## config.mk

```make
export PLATFORM = sky130hd
export DESIGN_NAME = snn_infer_ctrl_flat
export DESIGN_NICKNAME = d
export VERILOG_FILES = /design/src/rtl/snn_infer_ctrl_if.sv /design/src/rtl/snn_infer_ctrl.sv /design/src/flat_wrapper.sv
export SDC_FILE = /design/constraint.sdc
export NUM_CORES = 1
export LEC_CHECK = 0
export ABC_AREA = 1
export BUFFER_PORTS_ARGS = -buffer_cell sky130_fd_sc_hd__buf_2
export CELL_PAD_IN_SITES_DETAIL_PLACEMENT = 1
export CELL_PAD_IN_SITES_GLOBAL_PLACEMENT = 1
export CORE_ASPECT_RATIO = 0.75
export CORE_MARGIN = 5
export CORE_UTILIZATION = 34
export DETAILED_ROUTE_END_ITERATION = 12
export PLACE_DENSITY_LB_ADDON = 0.3
export SLEW_MARGIN = 40
export SYNTH_ARGS = -nofsm -noshare
export SYNTH_HDL_FRONTEND = slang
export SYNTH_SLANG_ARGS = --single-unit
```

## constraint.sdc

```tcl
create_clock -name i_clk -period 1.7 [get_ports i_clk]
set_input_delay 0.085 -clock i_clk [delete_from_list [all_inputs] [get_ports i_clk]]
set_output_delay 0.085 -clock i_clk [all_outputs]
set_load 0.005 [all_outputs]
```

## src/rtl/snn_infer_ctrl_if.sv

```systemverilog
// rtl/snn_infer_ctrl_if.sv - sample start, event stream, spike and result signals of the inference sequencer
// Purpose: bundles every non-clock/reset signal of snn_infer_ctrl.
// Ports (signals):
//   i_start, i_num_events, i_timeout       sample start and per-sample settings
//   i_ev_valid, i_ev_data, o_ev_ready      upstream event word handshake
//   o_event, o_nrn_clear, i_spike          neuron layer side
//   o_busy                                 sequencer busy
//   o_res_valid, i_res_ready, o_res_winner,
//   o_res_hit, o_res_cycles                result handshake and fields
// Modports: master = the sequencer itself, slave = the surrounding logic that drives it.
interface snn_infer_ctrl_if #(
    parameter int P_N     = 4,
    parameter int P_S     = 42,
    parameter int P_CNT_W = 8,
    parameter int P_TMO_W = 16
);
    logic               i_start;
    logic [P_CNT_W-1:0] i_num_events;
    logic [P_TMO_W-1:0] i_timeout;
    logic               i_ev_valid;
    logic [P_S-1:0]     i_ev_data;
    logic               o_ev_ready;
    logic [P_S-1:0]     o_event;
    logic               o_nrn_clear;
    logic [P_N-1:0]     i_spike;
    logic               o_busy;
    logic               o_res_valid;
    logic               i_res_ready;
    logic [P_N-1:0]     o_res_winner;
    logic               o_res_hit;
    logic [P_TMO_W-1:0] o_res_cycles;

    modport master (
        input  i_start, i_num_events, i_timeout, i_ev_valid, i_ev_data, i_spike, i_res_ready,
        output o_ev_ready, o_event, o_nrn_clear, o_busy, o_res_valid, o_res_winner,
        output o_res_hit, o_res_cycles
    );

    modport slave (
        output i_start, i_num_events, i_timeout, i_ev_valid, i_ev_data, i_spike, i_res_ready,
        input  o_ev_ready, o_event, o_nrn_clear, o_busy, o_res_valid, o_res_winner,
        input  o_res_hit, o_res_cycles
    );
endinterface

```

## src/rtl/snn_infer_ctrl.sv

```systemverilog
// rtl/snn_infer_ctrl.sv - per-sample inference sequencer in front of the spiking neuron layer
// Purpose: clears the neuron layer, paces event words into it with a fixed gap, and reports
//          the first-firing neuron (or a timeout) through a valid/ready result port.
// Ports:
//   i_clk  clock
//   i_rst  synchronous reset, active-high
//   bus    snn_infer_ctrl_if.master (start/settings, event stream, spikes, result)
module snn_infer_ctrl #(
    parameter int P_N     = 4,
    parameter int P_S     = 42,
    parameter int P_GAP   = 2,
    parameter int P_CLR   = 2,
    parameter int P_CNT_W = 8,
    parameter int P_TMO_W = 16
) (
    input  logic               i_clk,
    input  logic               i_rst,
    snn_infer_ctrl_if.master   bus
);
    localparam logic [2:0] S_IDLE   = 3'd0;
    localparam logic [2:0] S_CLEAR  = 3'd1;
    localparam logic [2:0] S_FEED   = 3'd2;
    localparam logic [2:0] S_GAP    = 3'd3;
    localparam logic [2:0] S_SETTLE = 3'd4;
    localparam logic [2:0] S_DONE   = 3'd5;

    // Last value of the shared sub-counter in CLEAR and GAP.
    localparam logic [7:0] L_CLR_LAST = 8'(P_CLR - 1);
    localparam logic [7:0] L_GAP_LAST = 8'(P_GAP - 1);

    logic [2:0]         r_state;
    logic [7:0]         r_sub;
    logic [P_CNT_W-1:0] r_num;
    logic [P_CNT_W-1:0] r_ev_cnt;
    logic [P_TMO_W-1:0] r_tmo_lim;
    logic [P_TMO_W-1:0] r_tmo_cnt;
    logic [P_TMO_W-1:0] r_cyc;
    logic               r_hit;
    logic [P_N-1:0]     r_winner;
    logic [P_TMO_W-1:0] r_res_cyc;
    logic [P_S-1:0]     r_event;

    logic               w_track;
    logic               w_spk_any;
    logic               w_capture;
    logic [P_N-1:0]     w_onehot;
    logic               w_handshake;
    logic [P_CNT_W-1:0] w_ev_next;
    logic [P_TMO_W-1:0] w_cyc_next;

    assign w_track     = (r_state == S_FEED) || (r_state == S_GAP) || (r_state == S_SETTLE);
    assign w_spk_any   = |bus.i_spike;
    assign w_capture   = w_track && !r_hit && w_spk_any;
    // x & -x isolates the lowest set bit, so a tie resolves to the lowest-index neuron.
    assign w_onehot    = bus.i_spike & (~bus.i_spike + P_N'(1));
    assign w_handshake = (r_state == S_FEED) && bus.i_ev_valid;
    assign w_ev_next   = r_ev_cnt + P_CNT_W'(1);
    assign w_cyc_next  = (&r_cyc) ? r_cyc : r_cyc + P_TMO_W'(1);

    always_ff @(posedge i_clk) begin
        if (i_rst) begin
            r_state   <= S_IDLE;
            r_sub     <= '0;
            r_num     <= '0;
            r_ev_cnt  <= '0;
            r_tmo_lim <= '0;
            r_tmo_cnt <= '0;
            r_cyc     <= '0;
            r_hit     <= 1'b0;
            r_winner  <= '0;
            r_res_cyc <= '0;
            r_event   <= '0;
        end else begin
            // The accepted word is shown for exactly one cycle after the handshake.
            r_event <= w_handshake ? bus.i_ev_data : '0;

            if (w_track) begin
                r_cyc <= w_cyc_next;
            end

            if (w_capture) begin
                r_hit     <= 1'b1;
                r_winner  <= w_onehot;
                r_res_cyc <= r_cyc;
            end

            case (r_state)
                S_IDLE: begin
                    if (bus.i_start) begin
                        r_num     <= bus.i_num_events;
                        r_tmo_lim <= bus.i_timeout;
                        r_hit     <= 1'b0;
                        r_winner  <= '0;
                        r_res_cyc <= '0;
                        r_sub     <= '0;
                        r_state   <= S_CLEAR;
                    end
                end
                S_CLEAR: begin
                    if (r_sub == L_CLR_LAST) begin
                        r_sub     <= '0;
                        r_ev_cnt  <= '0;
                        r_cyc     <= '0;
                        r_tmo_cnt <= '0;
                        r_state   <= (r_num == '0) ? S_SETTLE : S_FEED;
                    end else begin
                        r_sub <= r_sub + 8'd1;
                    end
                end
                S_FEED: begin
                    if (w_handshake) begin
                        r_ev_cnt <= w_ev_next;
                        if (w_ev_next == r_num) begin
                            r_tmo_cnt <= '0;
                            r_state   <= S_SETTLE;
                        end else if (P_GAP > 0) begin
                            r_sub   <= '0;
                            r_state <= S_GAP;
                        end
                    end
                end
                S_GAP: begin
                    if (r_sub == L_GAP_LAST) begin
                        r_state <= S_FEED;
                    end else begin
                        r_sub <= r_sub + 8'd1;
                    end
                end
                S_SETTLE: begin
                    r_tmo_cnt <= r_tmo_cnt + P_TMO_W'(1);
                    if (r_hit || w_spk_any) begin
                        r_state <= S_DONE;
                    end else if (r_tmo_cnt == r_tmo_lim) begin
                        r_winner  <= '0;
                        r_res_cyc <= r_cyc;
                        r_state   <= S_DONE;
                    end
                end
                S_DONE: begin
                    if (bus.i_res_ready) begin
                        r_state <= S_IDLE;
                    end
                end
                default: r_state <= S_IDLE;
            endcase
        end
    end

    assign bus.o_ev_ready   = (r_state == S_FEED);
    assign bus.o_nrn_clear  = (r_state == S_CLEAR);
    assign bus.o_busy       = (r_state != S_IDLE);
    assign bus.o_res_valid  = (r_state == S_DONE);
    assign bus.o_event      = r_event;
    assign bus.o_res_winner = r_winner;
    assign bus.o_res_hit    = r_hit;
    assign bus.o_res_cycles = r_res_cyc;
endmodule

```

## src/flat_wrapper.sv

```systemverilog
// flat-port wrapper written by rule: the top's interface ports become plain ports
module snn_infer_ctrl_flat 
#(
    parameter int P_N     = 4,
    parameter int P_S     = 42,
    parameter int P_GAP   = 2,
    parameter int P_CLR   = 2,
    parameter int P_CNT_W = 8,
    parameter int P_TMO_W = 16
)
  (i_clk, i_rst, bus_i_start, bus_i_num_events, bus_i_timeout, bus_i_ev_valid, bus_i_ev_data, bus_i_spike, bus_i_res_ready, bus_o_ev_ready, bus_o_event, bus_o_nrn_clear, bus_o_busy, bus_o_res_valid, bus_o_res_winner, bus_o_res_hit, bus_o_res_cycles);
  snn_infer_ctrl_if #(.P_N(P_N), .P_S(P_S), .P_CNT_W(P_CNT_W), .P_TMO_W(P_TMO_W)) bus_i ();
  input  logic i_clk;
  input  logic i_rst;
  input wire logic [$bits(bus_i.i_start)-1:0] bus_i_start;
  input wire logic [$bits(bus_i.i_num_events)-1:0] bus_i_num_events;
  input wire logic [$bits(bus_i.i_timeout)-1:0] bus_i_timeout;
  input wire logic [$bits(bus_i.i_ev_valid)-1:0] bus_i_ev_valid;
  input wire logic [$bits(bus_i.i_ev_data)-1:0] bus_i_ev_data;
  input wire logic [$bits(bus_i.i_spike)-1:0] bus_i_spike;
  input wire logic [$bits(bus_i.i_res_ready)-1:0] bus_i_res_ready;
  output wire logic [$bits(bus_i.o_ev_ready)-1:0] bus_o_ev_ready;
  output wire logic [$bits(bus_i.o_event)-1:0] bus_o_event;
  output wire logic [$bits(bus_i.o_nrn_clear)-1:0] bus_o_nrn_clear;
  output wire logic [$bits(bus_i.o_busy)-1:0] bus_o_busy;
  output wire logic [$bits(bus_i.o_res_valid)-1:0] bus_o_res_valid;
  output wire logic [$bits(bus_i.o_res_winner)-1:0] bus_o_res_winner;
  output wire logic [$bits(bus_i.o_res_hit)-1:0] bus_o_res_hit;
  output wire logic [$bits(bus_i.o_res_cycles)-1:0] bus_o_res_cycles;
  assign bus_i.i_start = bus_i_start;
  assign bus_i.i_num_events = bus_i_num_events;
  assign bus_i.i_timeout = bus_i_timeout;
  assign bus_i.i_ev_valid = bus_i_ev_valid;
  assign bus_i.i_ev_data = bus_i_ev_data;
  assign bus_i.i_spike = bus_i_spike;
  assign bus_i.i_res_ready = bus_i_res_ready;
  assign bus_o_ev_ready = bus_i.o_ev_ready;
  assign bus_o_event = bus_i.o_event;
  assign bus_o_nrn_clear = bus_i.o_nrn_clear;
  assign bus_o_busy = bus_i.o_busy;
  assign bus_o_res_valid = bus_i.o_res_valid;
  assign bus_o_res_winner = bus_i.o_res_winner;
  assign bus_o_res_hit = bus_i.o_res_hit;
  assign bus_o_res_cycles = bus_i.o_res_cycles;
  snn_infer_ctrl #(.P_N(P_N), .P_S(P_S), .P_GAP(P_GAP), .P_CLR(P_CLR), .P_CNT_W(P_CNT_W), .P_TMO_W(P_TMO_W)) u_core (.i_clk(i_clk), .i_rst(i_rst), .bus(bus_i));
endmodule
```

# Word-level counts from Yosys, hierarchy flattened

Index checks and enable logic that the tools add are counted.

Bits of input ports: 75
Word-level logic and storage cells: 97
Register bits after elaboration: 138

Eq/ne operators: 17
Reduce and logical (&&, ||, !) cells: 21
Mux-type cells: 40
Bitwise logic cells: 3
$add $sub $neg: 5

Operators by type and width:

| operator                                                               | count |
|---|---|
| 16-bit 2-to-1 mux                                                      | 11 |
| 8-bit 2-to-1 mux                                                       | 7 |
| 16-bit case mux with 3 select lines                                    | 1 |
| 16-bit by 1-bit adder with 16-bit output (second input constant)       | 2 |
| 16-bit case mux with 2 select lines                                    | 1 |
| 8-bit case mux with 4 select lines                                     | 1 |
| 3-bit 2-to-1 mux                                                       | 9 |
| 3-bit case mux with 6 select lines                                     | 1 |
| 8-bit by 1-bit adder with 8-bit output (second input constant)         | 2 |
| 16-bit equality test                                                   | 1 |
| 4-bit 2-to-1 mux                                                       | 4 |
| 8-bit case mux with 2 select lines                                     | 1 |
| 16-bit AND reduction                                                   | 1 |
| 2-bit != test (second input constant)                                  | 5 |
| 8-bit by 1-bit equality test with 1-bit output (second input constant) | 1 |
| 8-bit equality test                                                    | 1 |
| 8-bit zero test                                                        | 1 |
| 4-bit case mux with 2 select lines                                     | 1 |
| 3-bit by 2-bit equality test with 1-bit output (second input constant) | 2 |
| 3-bit equality test (second input constant)                            | 2 |
| 2-bit by 1-bit != test with 1-bit output (second input constant)       | 3 |
| 6-bit AND reduction                                                    | 1 |
| 3-bit nonzero test                                                     | 2 |
| 5-bit AND reduction                                                    | 1 |
| 18 further kinds                                                       | 24 |

# Longest topological paths before layout

Depth after elaboration: 9
Depth in mapped cells: 15

# Worst setup path before layout

Ideal clock, no wire load.

Path type: reg-to-reg
Start: register u_core.r_ev_cnt[0]
End: register u_core.r_tmo_cnt[13]
Buffers on the path: 1
Data arrival time: 1.676 ns
Path slack: -0.108 ns
Cell stages (with the launch flop): 14
Clock period less this slack: 1.808 ns
Cell sequence: dfxtp_1 -> ha_1 -> nand3_2 -> o21ai_1 -> nand2_1 -> nand2_1 -> nand2_1 -> nor2_1 -> nand3_1 -> nand2_1 -> nand2_2 -> buf_6 -> nand2_1 -> a21oi_1

Word-level cells in the longest chain between the ends: 4

RTL lines:

| item                                               | RTL line              | text |
|---|---|---|
| from (decl)                                        | snn_infer_ctrl.sv:34  | `logic [P_CNT_W-1:0] r_ev_cnt;` |
| from (signal assigned)                             | snn_infer_ctrl.sv:112 | `r_ev_cnt <= w_ev_next;` |
| 8-bit by 1-bit adder with 8-bit output             | snn_infer_ctrl.sv:57  | `assign w_ev_next = r_ev_cnt + P_CNT_W'(1);` |
| 8-bit equality test                                | snn_infer_ctrl.sv:113 | `if (w_ev_next == r_num) begin` |
| 2-bit by 1-bit != test with 1-bit output (no line) | -                     |  |
| 4-bit AND reduction (no line)                      | -                     |  |
| to (signal assigned)                               | snn_infer_ctrl.sv:130 | `r_tmo_cnt <= r_tmo_cnt + P_TMO_W'(1);` |
| to (decl)                                          | snn_infer_ctrl.sv:36  | `logic [P_TMO_W-1:0] r_tmo_cnt;` |

Every way passes these cells.
A chain may end at the register's enable or synchronous reset.

# Worst setup path after layout

Start: register u_core.r_ev_cnt[3]
End: register u_core.r_tmo_cnt[13]

The elaborated chain is that of the path after synthesis.

==> run_results.csv <==
group,metric,value,unit
synthesis,synthFlopType,"dfxtp_1",
pwr,power_frac_seq,0.312,
hold_path,hold_class,"input port to flip-flop",
final_layout,fin_nets,1295,
setup_path,reg2reg_setup_slack,-240,ps
die,core-area,17800,µm²
cts,cts_max_path_buffers,2,
status,violations,"setup timing",
final_layout,area_growth,58.7,%
placed_design,hpwl,15.4,mm
detailed_routing,routed_wl,27.9,mm
timing,slew_viol_final,0,
die,die_area,21100,µm²
detailed_routing,vias,7364,
synthesis,syn_area_per_cell,6.96,µm²
cts,cts_buffers,17,
global_route,track_usage,0.246,
pwr,clkPwrFrac,0.292,
setup_path,reg2reg_depth,14,
hold_path,hold_start,"i_rst",
setup_path,arrival,2230,ps
pwr,power.internal,7.60,mW
timing,finalWorstSetupSlack,-240,ps
synthesis,syn-instance-count,891,
final_layout,instances_no_fill,1470,
die,start_util,0.349,
cts,clk_latency,450,ps
setup_path,worst-path-max-fanout,16,
timing,post-route-period-util,1.14,
final_layout,layout-drive-gt1-share,0.359,
setup_path,end_kind,"flip-flop",
pwr,p_sw,4.96,mW
detailed_routing,drc,0,
pwr,p_leak,4.43,nW
cts,cts.clk_slew.worst_paths,70,ps
synthesis,async_reset_ff_frac,0,
timing,max_freq,515,MHz
detailed_routing,drtIter0Drc,464,
placed_design,io_buffer_count,141,
placed_design,gp_congestion,0.839,
pwr,combinationalPowerShare,0.396,
synthesis,synth-seq-area-share,0.445,
placed_design,dpl.cell_count,1353,
timing,tightest_slew,630,ps
synthesis,synth_edf_count,0,
final_layout,final_core_util,0.554,
synthesis,ys_types,39,
cts,cts_sinks,138,
final_layout,seq_area,2810,µm²
final_layout,final.fill_count,2251,
timing,rsz0062_at_grt,"true",
global_route,grt_first_pass_wirelength,41.6,mm
setup_path,r2r-end,"u_core.r_tmo_cnt[13]",
pwr,p_total,12.6,mW
global_route,use_met3,0.0676,
hold_path,hold_end,"u_core.r_cyc[10]",
global_route,grt_max_degree,44,
die,num_io_pins,142,
detailed_routing,wl_per_cell,19.0,µm
cts,h-tree-depth,4,
setup_path,r2r_start,"u_core.r_ev_cnt[3]",
final_layout,multiInputGateArea,3270,µm²
status,status,"complete, but fails checks",
pwr,ir_drop,0.674,mV
synthesis,ys.warnings.count,0,
detailed_routing,ant_nets,0,
setup_path,crit_path_start_kind,"flip-flop",
die,fp.dieH,127,µm
setup_path,critPathRequiredTime,1990,ps
timing,setup_viol,49,
pwr,sw_frac_of_total,0.395,
timing,fin_crit,1940,ps
cts,root_buffer,"clkbuf_16",
synthesis,synth_seq_cells,138,
detailed_routing,drt-pass1-iter-count,5,
global_route,busiest_layer,"met2",
detailed_routing,via_per_inst,5.01,
global_route,antenna_found_initial,2,
flow_run,drv_cap,0,
setup_path,cp-startpoint,"u_core.r_ev_cnt[3]",
hold_path,hold_depth,4,
timing,skew,18.8,ps
setup_path,path_class,"flip-flop to flip-flop",
pwr,powerDensity,1280,nW/µm²
timing,hold_ws,29.0,ps
timing,hold_viol,0,
synthesis,syn-cell-area,6200,µm²
cts,cts_tree,"built",
die,die_x,166,µm
synthesis,syn-num-nets,971,
global_route,use_met1,0.282,
global_route,grt_overflow,0,
global_route,grt.met2_usage,0.436,
timing,relSlewSlack,0.579,
global_route,grt_pass1_vias,7908,
die,fp-row-count,42,
layout by cell type (no fill, tap or decap), types with 8 or more instances in the layout:
cell type	netlist	routed
a21oi_1	79	64
a21oi_2	1	16
buf_2	3	141
buf_4	2	108
buf_6	1	8
clkbuf_16	0	17
dfxtp_1	138	113
dfxtp_2	0	18
dlygate4sd3_1	0	67
inv_1	131	124
inv_2	4	10
nand2_1	173	156
nand2_2	4	17
nand3_1	53	46
nand4_1	24	24
nor2_1	125	105
nor2_2	7	17
nor2_4	0	11
nor3_2	1	8
o21ai_0	47	30
o21ai_1	8	17
o21ai_2	1	9
synth_stat cells (2+ instances only):
cell type	instances	area share
nand2_1	173	0.10
dfxtp_1	138	0.45
inv_1	131	0.079
nor2_1	125	0.076
a21oi_1	79	0.064
nand3_1	53	0.043
o21ai_0	47	0.038
nand4_1	24	0.024
clkbuf_1	19	0.011
nor3_1	15	0.012
xnor2_1	9	0.013
o21ai_1	8	0.0065
nor2_2	7	0.0071
or2_2	7	0.0071
xor2_1	6	0.0085
ha_1	5	0.010
nand3b_1	5	0.0061
a211oi_1	4	0.0048
inv_2	4	0.0024
nand2_2	4	0.0040
nor4_1	4	0.0040
buf_2	3	0.0024
a31oi_1	2	0.0020
buf_4	2	0.0024
clkinv_1	2	0.0012
nand3_2	2	0.0032
worst max path at each step:
stage / end / slack (ps) / depth (start not counted)
final: u_core.r_tmo_cnt[13] / -240 / 14
after global routing: u_core.r_sub[2] / -390 / 13
after CTS: u_core.r_sub[6] / -90 / 9
after global placement: u_core.r_tmo_cnt[12] / -180 / 10
after floorplan: u_core.r_tmo_cnt[12] / 10 / 10
after detailed placement: u_core.r_cyc[12] / -240 / 9
worst max-delay path, cell delays in order, from the launching register on:
cell and delay (ps):
dfxtp_4 400, nand2_1 120, nor2_4 110, nand2_1 70, nand2_1 110, nand2_1 100
nand2_1 70, nand2_1 50, nor2_2 130, buf_4 120, nand3_1 70, nand2_2 140
nand2_8 120, nand2_1 90, a21oi_1 70
kinds of logic after synthesis:
logic type,Yosys count,share of synthesized area
adders and majority gates,5,0.0101
and+or+nand+nor,421,0.293
xor gates and xnor gates,15,0.0212
AOI/OAI and AO/OA,149,0.128
DFF,138,0.445
buffers and inverters,163,0.102
state kept, by name, summed over array words and instances, names as in the netlist:
signal / flops
u_core.r_sub: 8
u_core.bus.o_res_cycles: 16
u_core.bus.o_event: 42
u_core.r_cyc: 16
u_core.r_state: 3
u_core.r_num: 8
u_core.bus.o_res_winner: 4
u_core.r_ev_cnt: 8
u_core.bus.o_res_hit: 1
u_core.r_tmo_cnt: 16
u_core.r_tmo_lim: 16
repair_timing:
item | 4_1_cts | 5_1_grt
setup buffers | 10 | 7
pin swaps | 21 | 28
resized for setup | 65 | 107
setup endpoints to repair | 84 | 108
endpoints found under the hold margin | 67 | 0
cloned | 0 | 1
hold buffers | 67 | 0
per-stage QoR:
stage	setup TNS (ps)	worst slack, ps	instance area [µm²]
2_1_floorplan	0	13.9	6220
3_3_place_gp	-5740	-178	7960
3_5_place_dp	-9640	-244	7960
4_1_cts	-1690	-93.2	9450
5_1_grt	-12920	-389	9850
6_report	-7570	-240	9850
per-layer routing:
metal / wire length [µm] / vias to the layer above
met4: 1030 / 2
met3: 1910 / 82
met1: 11000 / 3519
li1: - / 3498
met2: 14000 / 263
met5: 7 / -
power by group through the flow:
stage / Clock [mW] / Sequential [mW] / Combinational, mW
2_1_floorplan: 0 / 3.88 / 2.03
3_3_place_gp: 0 / 3.88 / 3.68
3_5_place_dp: 0 / 3.89 / 3.76
4_1_cts: 3.63 / 3.85 / 4.27
5_1_grt: 3.84 / 3.95 / 5.36
6_report: 3.66 / 3.92 / 4.97
layout make-up:
class	count	area share
well taps	242	0.0308
diodes	1	0.000254
flip-flops and latches	138	0.286
multi-input cells	591	0.333
clock inverters	14	0.0130
inverters	138	0.0532
repair buffers	329	0.241
clock buffers	17	0.0432
(Power assumes the default switching activity.)
